==> src/rtl/fifo_reader_pkg.sv <==
// Shared types and defaults for the FIFO read-side stream controller.
//
// Contents:
//   DefaultDataW : default FIFO / stream data width
//   state_e      : controller FSM states (idle, running, draining)
package fifo_reader_pkg;

  localparam int unsigned DefaultDataW = 8;

  typedef enum logic [1:0] {
    StIdle  = 2'd0,
    StRun   = 2'd1,
    StDrain = 2'd2
  } state_e;

endpackage

==> src/rtl/fifo_reader_skid.sv <==
// Two-entry skid buffer between the FIFO read port and the output stream.
//
// Ports:
//   clk, rst_n   : clock, synchronous active-low reset
//   push_i       : write push_data_i at the tail this edge
//   push_data_i  : data to write
//   pop_i        : retire the head entry this edge
//   occ_o        : number of stored entries, 0..2
//   head_valid_o : at least one entry is stored
//   head_data_o  : data of the head entry (zero after reset)
//
// Push and pop may happen on the same edge; occupancy is then unchanged and the
// head advances. The caller's credit logic keeps pushes away from a full buffer;
// the local guards only stop a stray strobe from corrupting the pointers.
module fifo_reader_skid
  import fifo_reader_pkg::*;
#(
  parameter int unsigned DATA_W = DefaultDataW
) (
  input  logic              clk,
  input  logic              rst_n,
  input  logic              push_i,
  input  logic [DATA_W-1:0] push_data_i,
  input  logic              pop_i,
  output logic [1:0]        occ_o,
  output logic              head_valid_o,
  output logic [DATA_W-1:0] head_data_o
);

  logic [DATA_W-1:0] mem_q [2];
  logic [DATA_W-1:0] mem_d [2];
  logic              rd_ptr_q, rd_ptr_d;
  logic              wr_ptr_q, wr_ptr_d;
  logic [1:0]        occ_q, occ_d;
  logic              pop_ok, push_ok;

  // A pop needs something stored; a push into a full buffer is only safe when
  // the head leaves on the same edge.
  assign pop_ok  = pop_i && (occ_q != 2'd0);
  assign push_ok = push_i && ((occ_q != 2'd2) || pop_ok);

  always_comb begin
    mem_d    = mem_q;
    rd_ptr_d = rd_ptr_q;
    wr_ptr_d = wr_ptr_q;
    occ_d    = occ_q;

    if (push_ok) begin
      mem_d[wr_ptr_q] = push_data_i;
      wr_ptr_d        = ~wr_ptr_q;
    end

    if (pop_ok) begin
      rd_ptr_d = ~rd_ptr_q;
    end

    case ({push_ok, pop_ok})
      2'b10:   occ_d = occ_q + 2'd1;
      2'b01:   occ_d = occ_q - 2'd1;
      default: occ_d = occ_q;
    endcase
  end

  always_ff @(posedge clk) begin
    if (!rst_n) begin
      mem_q[0] <= '0;
      mem_q[1] <= '0;
      rd_ptr_q <= 1'b0;
      wr_ptr_q <= 1'b0;
      occ_q    <= 2'd0;
    end else begin
      mem_q    <= mem_d;
      rd_ptr_q <= rd_ptr_d;
      wr_ptr_q <= wr_ptr_d;
      occ_q    <= occ_d;
    end
  end

  assign occ_o        = occ_q;
  assign head_valid_o = (occ_q != 2'd0);
  assign head_data_o  = mem_q[rd_ptr_q];

endmodule

==> src/rtl/fifo_stream_reader.sv <==
// Read-side controller for the synchronous FIFO: issues read strobes while the
// FIFO is non-empty and there is room downstream, captures the read data one
// cycle later into a 2-entry skid buffer, and presents it as a valid/ready
// stream with a burst-end marker every BURST_LEN beats.
//
// Ports:
//   clk, rst_n  : clock, synchronous active-low reset
//   enable      : 1 = pull from the FIFO, 0 = stop reading and drain
//   fifo_empty  : FIFO empty flag
//   fifo_rd_en  : FIFO read strobe (combinational)
//   fifo_data   : FIFO read data, valid the cycle after fifo_rd_en
//   m_valid     : output beat valid
//   m_ready     : downstream accepts the beat
//   m_data      : output beat data
//   m_last      : final beat of a burst
//   busy        : controller is not idle
//   beat_cnt    : total beats delivered, wraps
module fifo_stream_reader
  import fifo_reader_pkg::*;
#(
  parameter int unsigned DATA_W    = DefaultDataW,
  parameter int unsigned BURST_LEN = 4,
  parameter int unsigned CNT_W     = 16
) (
  input  logic              clk,
  input  logic              rst_n,
  input  logic              enable,
  input  logic              fifo_empty,
  output logic              fifo_rd_en,
  input  logic [DATA_W-1:0] fifo_data,
  output logic              m_valid,
  input  logic              m_ready,
  output logic [DATA_W-1:0] m_data,
  output logic              m_last,
  output logic              busy,
  output logic [CNT_W-1:0]  beat_cnt
);

  // A one-beat burst still needs a 1-bit position register.
  localparam int unsigned    BposW   = (BURST_LEN > 1) ? $clog2(BURST_LEN) : 1;
  localparam logic [BposW-1:0] BposMax = BposW'(BURST_LEN - 1);

  state_e             state_q, state_d;
  logic               inflight_q;
  logic [BposW-1:0]   bpos_q, bpos_d;
  logic [CNT_W-1:0]   beat_cnt_q, beat_cnt_d;

  logic [1:0]         occ;
  logic               pop;
  logic [2:0]         committed;
  logic               credit_ok;

  // ---------------------------------------------------------------------------
  // Skid buffer: written by the returning read, drained by the stream.
  // ---------------------------------------------------------------------------
  fifo_reader_skid #(
    .DATA_W (DATA_W)
  ) u_skid (
    .clk          (clk),
    .rst_n        (rst_n),
    .push_i       (inflight_q),
    .push_data_i  (fifo_data),
    .pop_i        (pop),
    .occ_o        (occ),
    .head_valid_o (m_valid),
    .head_data_o  (m_data)
  );

  assign pop = m_valid && m_ready;

  // ---------------------------------------------------------------------------
  // Credit: slots already spoken for after this edge (stored + returning - leaving).
  // A new read is allowed only while that stays below the buffer depth, so the
  // strobe drops in the very cycle the last slot gets claimed.
  // ---------------------------------------------------------------------------
  always_comb begin
    committed = {1'b0, occ} + {2'b00, inflight_q} - {2'b00, pop};
    credit_ok = (committed < 3'd2);
  end

  // Enable gates the strobe directly so reads stop in the cycle it falls, not
  // one cycle later when the state register catches up. Reset also blocks it
  // so no byte is pulled out of the FIFO only to be thrown away.
  assign fifo_rd_en = rst_n && enable && (state_q == StRun) && !fifo_empty && credit_ok;

  // ---------------------------------------------------------------------------
  // FSM next state
  // ---------------------------------------------------------------------------
  always_comb begin
    state_d = state_q;
    case (state_q)
      StIdle: begin
        if (enable) state_d = StRun;
      end
      StRun: begin
        if (!enable) state_d = StDrain;
      end
      StDrain: begin
        if (enable) begin
          state_d = StRun;
        end else if ((occ == 2'd0) && !inflight_q) begin
          state_d = StIdle;
        end
      end
      default: state_d = StIdle;
    endcase
  end

  // ---------------------------------------------------------------------------
  // Burst position and delivered-beat counter, both advanced per accepted beat.
  // ---------------------------------------------------------------------------
  always_comb begin
    bpos_d     = bpos_q;
    beat_cnt_d = beat_cnt_q;
    if (pop) begin
      bpos_d     = (bpos_q == BposMax) ? '0 : bpos_q + BposW'(1);
      beat_cnt_d = beat_cnt_q + CNT_W'(1);
    end
  end

  always_ff @(posedge clk) begin
    if (!rst_n) begin
      state_q    <= StIdle;
      inflight_q <= 1'b0;
      bpos_q     <= '0;
      beat_cnt_q <= '0;
    end else begin
      state_q    <= state_d;
      inflight_q <= fifo_rd_en;
      bpos_q     <= bpos_d;
      beat_cnt_q <= beat_cnt_d;
    end
  end

  assign m_last   = (bpos_q == BposMax) && m_valid;
  assign busy     = (state_q != StIdle);
  assign beat_cnt = beat_cnt_q;

endmodule
==> config.mk <==
export PLATFORM = sky130hd
export DESIGN_NAME = fifo_stream_reader
export DESIGN_NICKNAME = d
export VERILOG_FILES = /design/src/rtl/fifo_reader_pkg.sv /design/src/rtl/fifo_reader_skid.sv /design/src/rtl/fifo_stream_reader.sv
export SDC_FILE = /design/constraint.sdc
export NUM_CORES = 1
export LEC_CHECK = 0
export ABC_AREA = 1
export CAP_MARGIN = 0
export CORE_ASPECT_RATIO = 0.5
export CORE_MARGIN = 5
export CORE_UTILIZATION = 50
export CTS_BUF_LIST = sky130_fd_sc_hd__clkbuf_8 sky130_fd_sc_hd__clkbuf_16
export DETAILED_ROUTE_END_ITERATION = 8
export GPL_TIMING_DRIVEN = 0
export PLACE_DENSITY = 0.78
export SYNTH_ARGS = -nofsm -noshare
export SYNTH_HDL_FRONTEND = slang
export SYNTH_SLANG_ARGS = --single-unit
export TNS_END_PERCENT = 10
==> constraint.sdc <==
create_clock -name clk -period 2.9 [get_ports clk]
set_input_delay 0.58 -clock clk [delete_from_list [all_inputs] [get_ports clk]]
set_output_delay 0.58 -clock clk [all_outputs]
set_load 0.1 [all_outputs]
# Word-level counts from Yosys, hierarchy flattened
# Index checks and enable logic that the tools add are counted.
# word_totals
ff_bits	41
output_inout_bits	28
elab_cells	64
in_bits	13
# op_classes
eq_ne	9
n_bitwise	4
n_reduce_logical	19
n_lt_le_gt_ge	4
add_sub_neg	6
mux	13
# ops
cell	n
two-way mux 8 bit	4
adder 16 x 1 -> 16 bit (second input constant)	1
bitwise mux 16 bit	1
logical AND 1 bit	10
two-way mux 2 bit	5
demux 8 bit (select 1 bit)	1
equality test 2 bit (second input constant)	3
inequality test 2 bit (second input constant)	3
one-hot mux 2 bit (3 select lines)	1
nonzero test 2 bit	3
adder 2 x 1 -> 2 bit (second input constant)	2
equality test 2 x 1 -> 1 bit (second input constant)	2
>= comparator 2 bit (second input constant)	2
logical NOT 2 bit	2
NOT 1 -> 2 bit	2
one-hot mux 2 bit (2 select lines)	1
adder 2 x 1 -> 3 bit	1
< comparator 3 x 2 -> 1 bit (second input constant)	1
inequality test 3 bit (second input constant)	1
AND reduction 3 bit	1
subtractor 3 x 1 -> 3 bit	1
logical NOT 1 bit	2
< comparator 2 x 1 -> 1 bit (second input constant)	1
NOT 1 bit	2
other kinds (2)	2

# Depth between registers and ports, before layout
# Gate-level depths: netlist (run 1).
# logic_depth
ltp_word	7
ltp_mapped	10
depth_no_buf	9

# Cells and area by module
# A second synthesis (run 1) with hierarchy kept.
# hier_totals
cells_unflattened	335
area_unflattened_um2	2217.1
# by_module_without_submodules
mod	area_each_um2	instances	cells_per_inst
fifo_reader_skid	1114.8	1	173
fifo_stream_reader	1102.3	1	162

# Worst setup path after synthesis (run 1)
# OpenSTA, ideal clock, no wires.
# synth_path
path_type	input to output
from	in m_ready
to	out fifo_rd_en
t_required_ps	2320
cell_stages	9
arrival_time_ps	4644
n_path_buf	1
setup_slack_ps	-2324
cell_sequence	inv_1 nor2_4 buf_4 ha_1 inv_1 nand2_1 fa_1 nand3_1 nor4_1
# synth_via
elab_chain_cells	4
# synth_rtl
element	line_no	rtl
start: declaration	fifo_stream_reader.sv:32	input logic m_ready,
logical AND 1 bit	fifo_stream_reader.sv:69	assign pop = m_valid && m_ready;
net pop	fifo_stream_reader.sv:49	logic pop;
subtractor 3 x 1 -> 3 bit	fifo_stream_reader.sv:77	committed = {1'b0, occ} + {2'b00, inflight_q} - {2'b00, pop};
< comparator 3 x 2 -> 1 bit	fifo_stream_reader.sv:78	credit_ok = (committed < 3'd2);
logical AND 1 bit	fifo_stream_reader.sv:84	assign fifo_rd_en = rst_n && enable && (state_q == StRun) && !fifo_empty && credit_ok;
end: declaration	fifo_stream_reader.sv:29	output logic fifo_rd_en,
# The timed path passes the listed nets, and every way through them passes these cells.

# Final worst setup path (run 1)
# layout_path
from	reg u_skid.rd_ptr_q
to	out m_data[5]
# layout_via
elab_chain_cells	4
# layout_rtl
element	line_no	rtl
start: declaration	fifo_reader_skid.sv:32	logic rd_ptr_q, rd_ptr_d;
start signal: assignment	fifo_reader_skid.sv:73	rd_ptr_q <= rd_ptr_d;
NOT 1 -> 2 bit (not written as such)	fifo_reader_skid.sv:81	assign head_data_o = mem_q[rd_ptr_q];
two-way mux 8 bit (not written as such) (3 in a row)	fifo_reader_skid.sv:81	
end: declaration	fifo_stream_reader.sv:33	output logic [DATA_W-1:0] m_data,
# No other way between the ends. The select of a mux whose other input is x is not followed.

==> results of run 1 <==
cells in the mapped netlist, drive strengths merged:
| library cell | n | share of area [%] |
|---|---|---|
| a211oi | 1 | 0.40 |
| inv | 33 | 6.7 |
| o21ai | 28 | 7.4 |
| nand3 | 17 | 5.0 |
| o21bai | 1 | 0.40 |
| a21oi | 29 | 7.7 |
| o211a | 1 | 0.53 |
| nand2 | 53 | 11 |
| fa | 1 | 1.1 |
| clkbuf | 6 | 1.2 |
| or2 | 1 | 0.33 |
| ha | 4 | 2.6 |
| nor2 | 33 | 7.5 |
| nor4 | 4 | 1.3 |
| and2 | 1 | 0.33 |
| nor3 | 2 | 0.53 |
| buf | 3 | 1.3 |
| nand4 | 4 | 1.3 |
| dfxtp | 41 | 43 |
worst paths after layout:
path / cells past startpoint / end / startpoint
worst max-delay path: 5 / m_data[5] / u_skid.rd_ptr_q
worst max register to register: 10 / inflight_q / u_skid.occ_o[1]
worst min register to register: 2 / u_skid.mem_q[9] / u_skid.mem_q[9]
worst min-delay path: 2 / u_skid.mem_q[9] / u_skid.mem_q[9]
cells by family (layout without fill, tap and decap cells):
kind of cell | count (synthesis) | count (layout) | share of synthesized area (%)
AOI/OAI and AO/OA | 60 | 60 | 16.38
adders and majority gates | 5 | 5 | 3.699
DFF | 41 | 41 | 43.33
buffers and inverters | 42 | 94 | 9.115
and+or+nand+nor | 115 | 115 | 27.48
through the flow:
step / hold slack (ns) / std cells / setup slack [ns] / area (µm²)
2_1_floorplan: 0.4246 / 263 / -0.5235 / 1909
3_3_place_gp: 0.4341 / 353 / -1.442 / 2364
3_5_place_dp: 0.4425 / 353 / -1.474 / 2364
4_1_cts: 0.4550 / 366 / -0.1114 / 2524
5_1_grt: 0.4854 / 366 / -0.2122 / 2519
6_report: 0.4495 / 366 / -0.04166 / 2519
power breakdown:
group / internal, mW / leakage [nW] / total (mW) / switching (mW)
clock: 0.166 / 0.0439 / 0.360 / 0.194
sequential: 0.570 / 0.333 / 0.576 / 0.00625
combinational: 0.0460 / 0.578 / 0.145 / 0.0995
timing repair:
item	4_1_cts	5_1_grt
buffers inserted	5	0
gates resized for setup	40	2
setup endpoints to repair	9	8
pin swaps	5	1
layout by cell type (no fill, tap or decap), drive strengths merged, types with 10 or more instances in the layout:
| cell type | count |
|---|---|
| nand2 | 53 |
| o21ai | 28 |
| dfxtp | 41 |
| clkdlybuf4s50 | 29 |
| nand3 | 17 |
| buf | 10 |
| nor2 | 33 |
| inv | 33 |
| clkbuf | 12 |
| a21oi | 29 |
state kept, by name (all words and copies together) (netlist names):
signal / flops
u_skid.mem_q: 16
bpos_q: 2
state_q: 2
u_skid.wr_ptr_q: 1
inflight_q: 1
beat_cnt: 16
u_skid.rd_ptr_q: 1
u_skid.occ_o: 2
worst max-delay path, stage by stage (launching register included):
cell	delay (ns)
dfxtp_1	0.31
clkbuf_1	0.30
clkbuf_1	0.42
nand2_1	0.11
o21ai_0	0.09
clkdlybuf4s15_1	0.84
final cells by class:
type,count,share of cell area (%)
Multi-Input combinational cell,180,37.46
Sequential cell,41,32.89
Timing Repair Buffer,44,16.69
Inverter,33,5.017
Clock buffer,5,2.732
Tap cell,51,2.534
Buffer,9,1.987
Clock inverter,3,0.6955
routing by layer:
metal	GRT usage, %	vias to the layer above	wire [µm]	part of all wire (%)
met2	33.33	39	2105	47
li1	-	962	-	-
met4	9.091	0	55	1.2
met1	20.14	825	2063	46
met5	0	-	0	0
met3	5.395	7	228	5.1
==> flow_metrics.tcl, run 1 <==
set metrics [dict create \
    outcome "finished with violations" \
    violations "negative setup slack" \
    holdBufCountCts 0 \
    maxSlewViolCount 0 \
    drt_first_iter_violations 38 \
    path_class "flip-flop to output port" \
    h-tree-depth 2 \
    grtUsageTotal_pct 18.26 \
    cts_inserted_buffers 5 \
    n_antenna_cell 0 \
    cp.arrival_ns 2.36 \
    gp_congestion 0.7662 \
    finalClockSkew_ns 0.003956 \
    finalPower_mw 1.082 \
    synth-seq-cells 41 \
    ir_worst_vdd_v 0.0002637 \
    grt_overflow 0 \
    clock.fmax_mhz 339.9 \
    die_area_um2 5194 \
    setup_viol 6 \
    grt_pass1_wl_mm 7.555 \
    critPathRequiredTime_ns 2.32 \
    portBuffers 39 \
    grt_max_degree 14 \
    regArea_um2 828.3 \
    drtPass1Iterations 4 \
    seq_area_frac_synth_pct 43.33 \
    crit_path_start_kind "flip-flop" \
    drt_wl_total_mm 4.453 \
    fillCellCount 299 \
    tightest_slew_ns 0.9710 \
    die_width_um 97.05 \
    cts_tree "yes" \
    syn_inst 263 \
    fin_util_pct 71.01 \
    die_h_um 53.53 \
    vias 1833 \
    post-route-min-period_ns 2.942 \
    initial_utilization_pct 53.40 \
    path_max_fanout 10 \
    timing.final.crit_share_pct 101.4 \
    antenna_left 0 \
    rsz0062_at_grt "yes" \
    num_rows 15 \
    area_growth_syn_to_layout_pct 32.96 \
    cp-end-kind "output port" \
    fp.coreArea_um2 3547 \
    wire_per_inst_um 12.17 \
    yosys_warnings 0 \
    hold_class "flip-flop to flip-flop" \
    setup_slack_ns -0.04166 \
    r2r_setup_slack_ns 0.98 \
    nNetsFinal 332 \
    io_pins 41 \
    synth.avg_cell_area_um2 7.203 \
    ys_types 29 \
    drive_gt1_share_pct 12.70 \
    via_per_inst 5.008 \
    synth.net_count 281 \
    multiInputGateArea_um2 943.4 \
    clockRootBuffer "clkbuf_8" \
    cts.reportedPaths.clkPinSlew_ns 0.08 \
    clk_latency_ns 0.29 \
    antenna_found_initial 0 \
    maxCapViolCount 0 \
    cts.sinks 41 \
    maxSlewHeadroom_pct 35.07 \
    dp_hpwl_mm 3.243 \
    grt_pass1_vias 1788 \
    powerDensity_nw_per_um2 429.6 \
    synth_area_um2 1894 \
    drc 0 \
    leakagePower_nw 0.9542 \
    setup_tns_ns -0.1361 \
    cts.path.max_buffers 2 \
    hold_viol 0 \
]
Note: power is estimated with default switching activity, not from simulation.
==> inputs of run 2 (changes only) <==
Settings changed: CORE_MARGIN 5 to 3.
==> run 2 against run 1 <==
Effect of this change: the flow still finishes with violations (negative setup slack); sequential share of layout area shrank 1.0 points; fmax grew 0.22%; via count grew 4.6%; combinational power grew 9.7%; die area shrank 11%; count of clock-buffer cells in the layout is the same; critical path depth is the same; global-route usage grew 3.9 points; critical path type unchanged; hold slack is essentially flat.
==> flow_metrics.tcl, run 2 (same netlist as run 1, synthesis figures left out) <==
set metrics [dict create \
    gp_congestion 0.8320 \
    clk_latency_ns 0.30 \
    path_class "flip-flop to output port" \
    timing.final.crit_share_pct 101.2 \
    fp.coreArea_um2 3528 \
    grt_pass1_vias 1888 \
    nNetsFinal 339 \
    finalPower_mw 1.179 \
    crit_buf_inv 3 \
    drtPass1Iterations 4 \
    die_width_um 93.05 \
    crit_path_start_kind "flip-flop" \
    leakagePower_nw 1.001 \
    io_pins 41 \
    stdcell_area_um2 2599 \
    cpMostUsedCell "clkbuf_1" \
    rsz0062_at_grt "yes" \
    clockRootBuffer "clkbuf_8" \
    cp-end-kind "output port" \
    die_area_um2 4608 \
    wire_per_inst_um 12.92 \
    cts.path.max_buffers 2 \
    cts.sinks 41 \
    antenna_left 0 \
    maxSlewViolCount 0 \
    cts_tree "yes" \
    hold_viol 0 \
    via_per_inst 5.156 \
    maxSlewHeadroom_pct 32.83 \
    dp.cells 353 \
    drt_first_iter_violations 130 \
    drc 0 \
    dp_hpwl_mm 3.316 \
    maxCapViolCount 0 \
    h-tree-depth 2 \
    portBuffers 39 \
    hold_class "flip-flop to flip-flop" \
    fin_hold_ws_ns 0.4498 \
    area_growth_syn_to_layout_pct 37.19 \
    post-route-min-period_ns 2.935 \
    min_from "u_skid.mem_q[15]" \
    path_max_fanout 10 \
    violations "negative setup slack" \
    tightest_slew_ns 1.004 \
    fillCellCount 274 \
    cts.reportedPaths.clkPinSlew_ns 0.08 \
    setup_slack_ns -0.03507 \
    outcome "finished with violations" \
    die_h_um 49.53 \
    crit_start "u_skid.rd_ptr_q" \
    cp_cell_sequence "clkbuf_1, clkbuf_1, nand2_1, o21ai_0, clkdlybuf4s15_1" \
    layout_common_cells "49 x nand2_1, 39 x dfxtp_1" \
    critPathRequiredTime_ns 2.32 \
    setup_viol 6 \
    cts_inserted_buffers 5 \
    fin_util_pct 73.65 \
    holdBufCountCts 0 \
    grtUsageTotal_pct 22.18 \
    grt_max_degree 13 \
    initial_utilization_pct 53.69 \
    clock.fmax_mhz 340.7 \
    finalClockSkew_ns 0.007198 \
    slowest_delay_ns 0.85 \
    drive_gt1_share_pct 14.64 \
    layoutNonFillerInstCount 372 \
    grt_pass1_wl_mm 8.086 \
    grt_overflow 0 \
    r2r_start "u_skid.occ_o[1]" \
    powerDensity_nw_per_um2 453.5 \
    slowest_stage "clkdlybuf4s15_1" \
    drt_wl_total_mm 4.806 \
    num_rows 15 \
    path_delay_family "buffers and inverters" \
    ir_worst_vdd_v 0.0002494 \
    n_antenna_cell 0 \
    vias 1918 \
    place_area_um2 2364 \
    antenna_found_initial 0 \
    layout_commonest_cell "nand2_1" \
    cp.arrival_ns 2.36 \
]
run 2: final cells by class:
type	count	area [µm²]	share of cell area [%]
buffer	9	50.05	1.926
clock buffer	5	68.82	2.648
clock inverter	2	35.03	1.348
inverter	33	126.4	4.863
multi-input combinational	180	953.4	36.69
sequential	41	828.3	31.87
tap	51	63.81	2.455
timing repair buffer	51	473.0	18.20
run 2: metrics by stage:
stage | setup slack (ns) | setup TNS [ns]
after detailed placement | -1.497 | -1.503
after CTS | -0.09148 | -0.1484
after global placement | -1.444 | -1.444
after global routing | -0.1610 | -0.9401
after floorplan | -0.5235 | -2.188
final | -0.03507 | -0.09082
run 2: timing repair:
action / CTS / global route
gates resized for setup: 40 / 4
setup endpoints to repair: 9 / 8
setup buffers: 12 / 0
pin swaps: 5 / 3
cloned: 0 / 0
run 2: routing by layer:
| metal | wire [µm] | part of all wire (%) | track usage (%) |
|---|---|---|---|
| met2 | 2291 | 48 | 38.26 |
| met5 | 0 | 0 | 0 |
| met1 | 2108 | 44 | 26.21 |
| met3 | 330 | 6.9 | 6.555 |
| met4 | 75 | 1.6 | 8.516 |
run 2: final timing paths:
| path | end | slack, ns | depth (start not counted) |
|---|---|---|---|
| worst min-delay path | u_skid.mem_q[15] | 0.45 | 2 |
| worst max register to register | inflight_q | 1.02 | 10 |
| worst max-delay path | m_data[4] | -0.04 | 5 |
| worst min register to register | u_skid.mem_q[15] | 0.45 | 2 |
run 2: power by group:
group          switching [mW]  internal [mW]
clock network           0.193          0.250
logic                   0.105         0.0534
registers             0.00635          0.570
total                   0.305          0.874
run 2: worst reg2reg max path, delay by kind of cell, from the launching register on:
family                     cells  cell delay [ns]
and+or+nand+nor                6             0.70
adders and majority gates      2             0.55
DFF                            1             0.36
buffers and inverters          2             0.17
==> inputs of run 3 (changes only) <==
Settings changed: PLACE_DENSITY 0.78 to 0.77.
==> run 3 against run 2 <==
Effect of this change: the flow still finishes with violations (negative setup slack); count of clock-buffer cells in the layout increased by 1; highest routed layer unchanged; non-clock buffer count shrank 6; first-iteration DRC count decreased by 54%; critical path depth is the same; utilization decreased by 0.92 points; largest power group unchanged; critical path type unchanged; fmax up 1.1%.
==> flow_metrics.tcl, run 3 (same netlist as run 1, synthesis figures left out) <==
set metrics [dict create \
    outcome "finished with violations" \
    violations "negative setup slack" \
    cp.arrival_ns 2.32 \
    tightest_slew_ns 0.9745 \
    sw_frac_of_total_pct 25.44 \
    antenna_left 0 \
    internal-power_uw 896.1 \
    met1_usage_pct 24.64 \
    hold_depth 2 \
    die_width_um 93.05 \
    drt_wl_total_mm 4.550 \
    wire_per_inst_um 12.40 \
    hold_viol 0 \
    crit_start "u_skid.rd_ptr_q" \
    dp.cells 353 \
    cp-end-kind "output port" \
    grt_util_met3_pct 5.793 \
    die_h_um 49.53 \
    maxSlewHeadroom_pct 34.83 \
    setup_viol 3 \
    clk_latency_ns 0.29 \
    portBuffers 39 \
    grt.busiest_layer "met2" \
    clock.fmax_mhz 344.3 \
    area_growth_syn_to_layout_pct 35.47 \
    r2r_start "u_skid.occ_o[0]" \
    cts_inserted_buffers 5 \
    initial_utilization_pct 53.69 \
    netSwitchingPower_uw 305.7 \
    nNetsFinal 333 \
    crit_path_start_kind "flip-flop" \
    path_max_fanout 10 \
    r2r_end "inflight_q" \
    timing.final.crit_share_pct 100.2 \
    layout_common_cells "49 x nand2_1, 39 x dfxtp_1, 30 x inv_1" \
    grtUsageMet2_pct 38.62 \
    cts_tree "yes" \
    cts.path.max_buffers 2 \
    setup_slack_ns -0.004416 \
    die_area_um2 4608 \
    min_from "u_skid.mem_q[15]" \
    h-tree-depth 2 \
    rsz0062_at_grt "yes" \
    cts.sinks 41 \
    antenna_found_initial 0 \
    drtPass1Iterations 4 \
    drc 0 \
    p_comb_share_pct 12.5 \
    layoutNonFillerInstCount 367 \
    maxCapViolCount 0 \
    post-route-min-period_ns 2.904 \
    fp.coreArea_um2 3528 \
    vias 1868 \
    stdcell_area_um2 2566 \
    reg2regPathDepth 10 \
    grtUsageTotal_pct 21.51 \
    hold_class "flip-flop to flip-flop" \
    maxSlewViolCount 0 \
    fin_hold_ws_ns 0.4513 \
    path_class "flip-flop to output port" \
    powerDensity_nw_per_um2 468.3 \
    dp_hpwl_mm 3.246 \
    finalClockSkew_ns 0.003143 \
    num_rows 15 \
    post-place-ws_ns -1.482 \
    worstSetupEndpoint "m_data[1]" \
    ir_worst_vdd_v 0.0002316 \
    n_antenna_cell 0 \
    grt_max_degree 13 \
    grt_pass1_wl_mm 7.872 \
    r2r_setup_slack_ns 1.03 \
    p_seq_share_pct 47.9 \
    place_area_um2 2364 \
    pwr-share-clk_pct 39.6 \
    holdBufCountCts 0 \
    gp_congestion 0.8291 \
    via_per_inst 5.090 \
    drive_gt1_share_pct 12.97 \
    drt_first_iter_violations 60 \
    finalPower_mw 1.202 \
    clockRootBuffer "clkbuf_8" \
    critPathRequiredTime_ns 2.32 \
    grt_overflow 0 \
    cts.reportedPaths.clkPinSlew_ns 0.08 \
    io_pins 41 \
    layout_commonest_cell "nand2_1" \
    grt_pass1_vias 1869 \
    leakagePower_nw 0.9774 \
]
## run 3: changes by cell type in the layout (fill, tap and decap cells not counted), sizes merged
| cell | delta |
|---|---|
| buf | -6 |
| clkbuf | +1 |
| clkinv | -1 |
| inv | +1 |
## run 3: critical path, stage by stage, from the launching register on
cell and delay, ns:
dfxtp_1 0.31, clkbuf_1 0.28, clkbuf_1 0.40, nand2_1 0.10, o21ai_0 0.08, clkdlybuf4s15_1 0.84
## run 3: power groups by stage
stage / sequential, mW / combinational, mW / clock (mW)
global placement: 0.591 / 0.135 / 0
finish: 0.576 / 0.150 / 0.476
global route: 0.577 / 0.162 / 0.511
detailed placement: 0.591 / 0.138 / 0
CTS: 0.576 / 0.148 / 0.484
floorplan: 0.599 / 0.0856 / 0
## run 3: layout make-up
| class | instances | area, µm² |
|---|---|---|
| Buffer | 9 | 50.05 |
| Clock inverter | 2 | 33.78 |
| Multi-Input combinational cell | 180 | 953.4 |
| Clock buffer | 6 | 82.58 |
| Timing Repair Buffer | 45 | 427.9 |
| Sequential cell | 41 | 828.3 |
| Fill cell | 306 | 962.2 |
| Tap cell | 51 | 63.81 |
| Inverter | 33 | 126.4 |
## run 3: per-stage QoR
step                      util [%]   TNS (ns)
final                        72.73  -0.005703
after global routing         72.73     -1.086
after CTS                    72.59    -0.2136
after detailed placement     66.99     -1.482
after global placement       66.99     -1.444
after floorplan                  -     -2.188
## run 3: worst min-delay path by stage
stage,to,slack (ns)
floorplan,u_skid.mem_q[10],0.42
global placement,u_skid.mem_q[8],0.43
detailed placement,u_skid.mem_q[15],0.44
CTS,u_skid.mem_q[15],0.46
global route,u_skid.mem_q[11],0.48
finish,u_skid.mem_q[15],0.45
## run 3: timing repair
action	CTS	global route
pin swaps	5	3
resized for setup	40	4
endpoints found under the setup margin	9	8
setup buffers	6	0
## run 3: layer usage
metal,vias to the layer above,wire [µm]
met5,-,0
li1,962,-
met2,41,2221
met1,855,2031
met3,10,229
met4,0,68
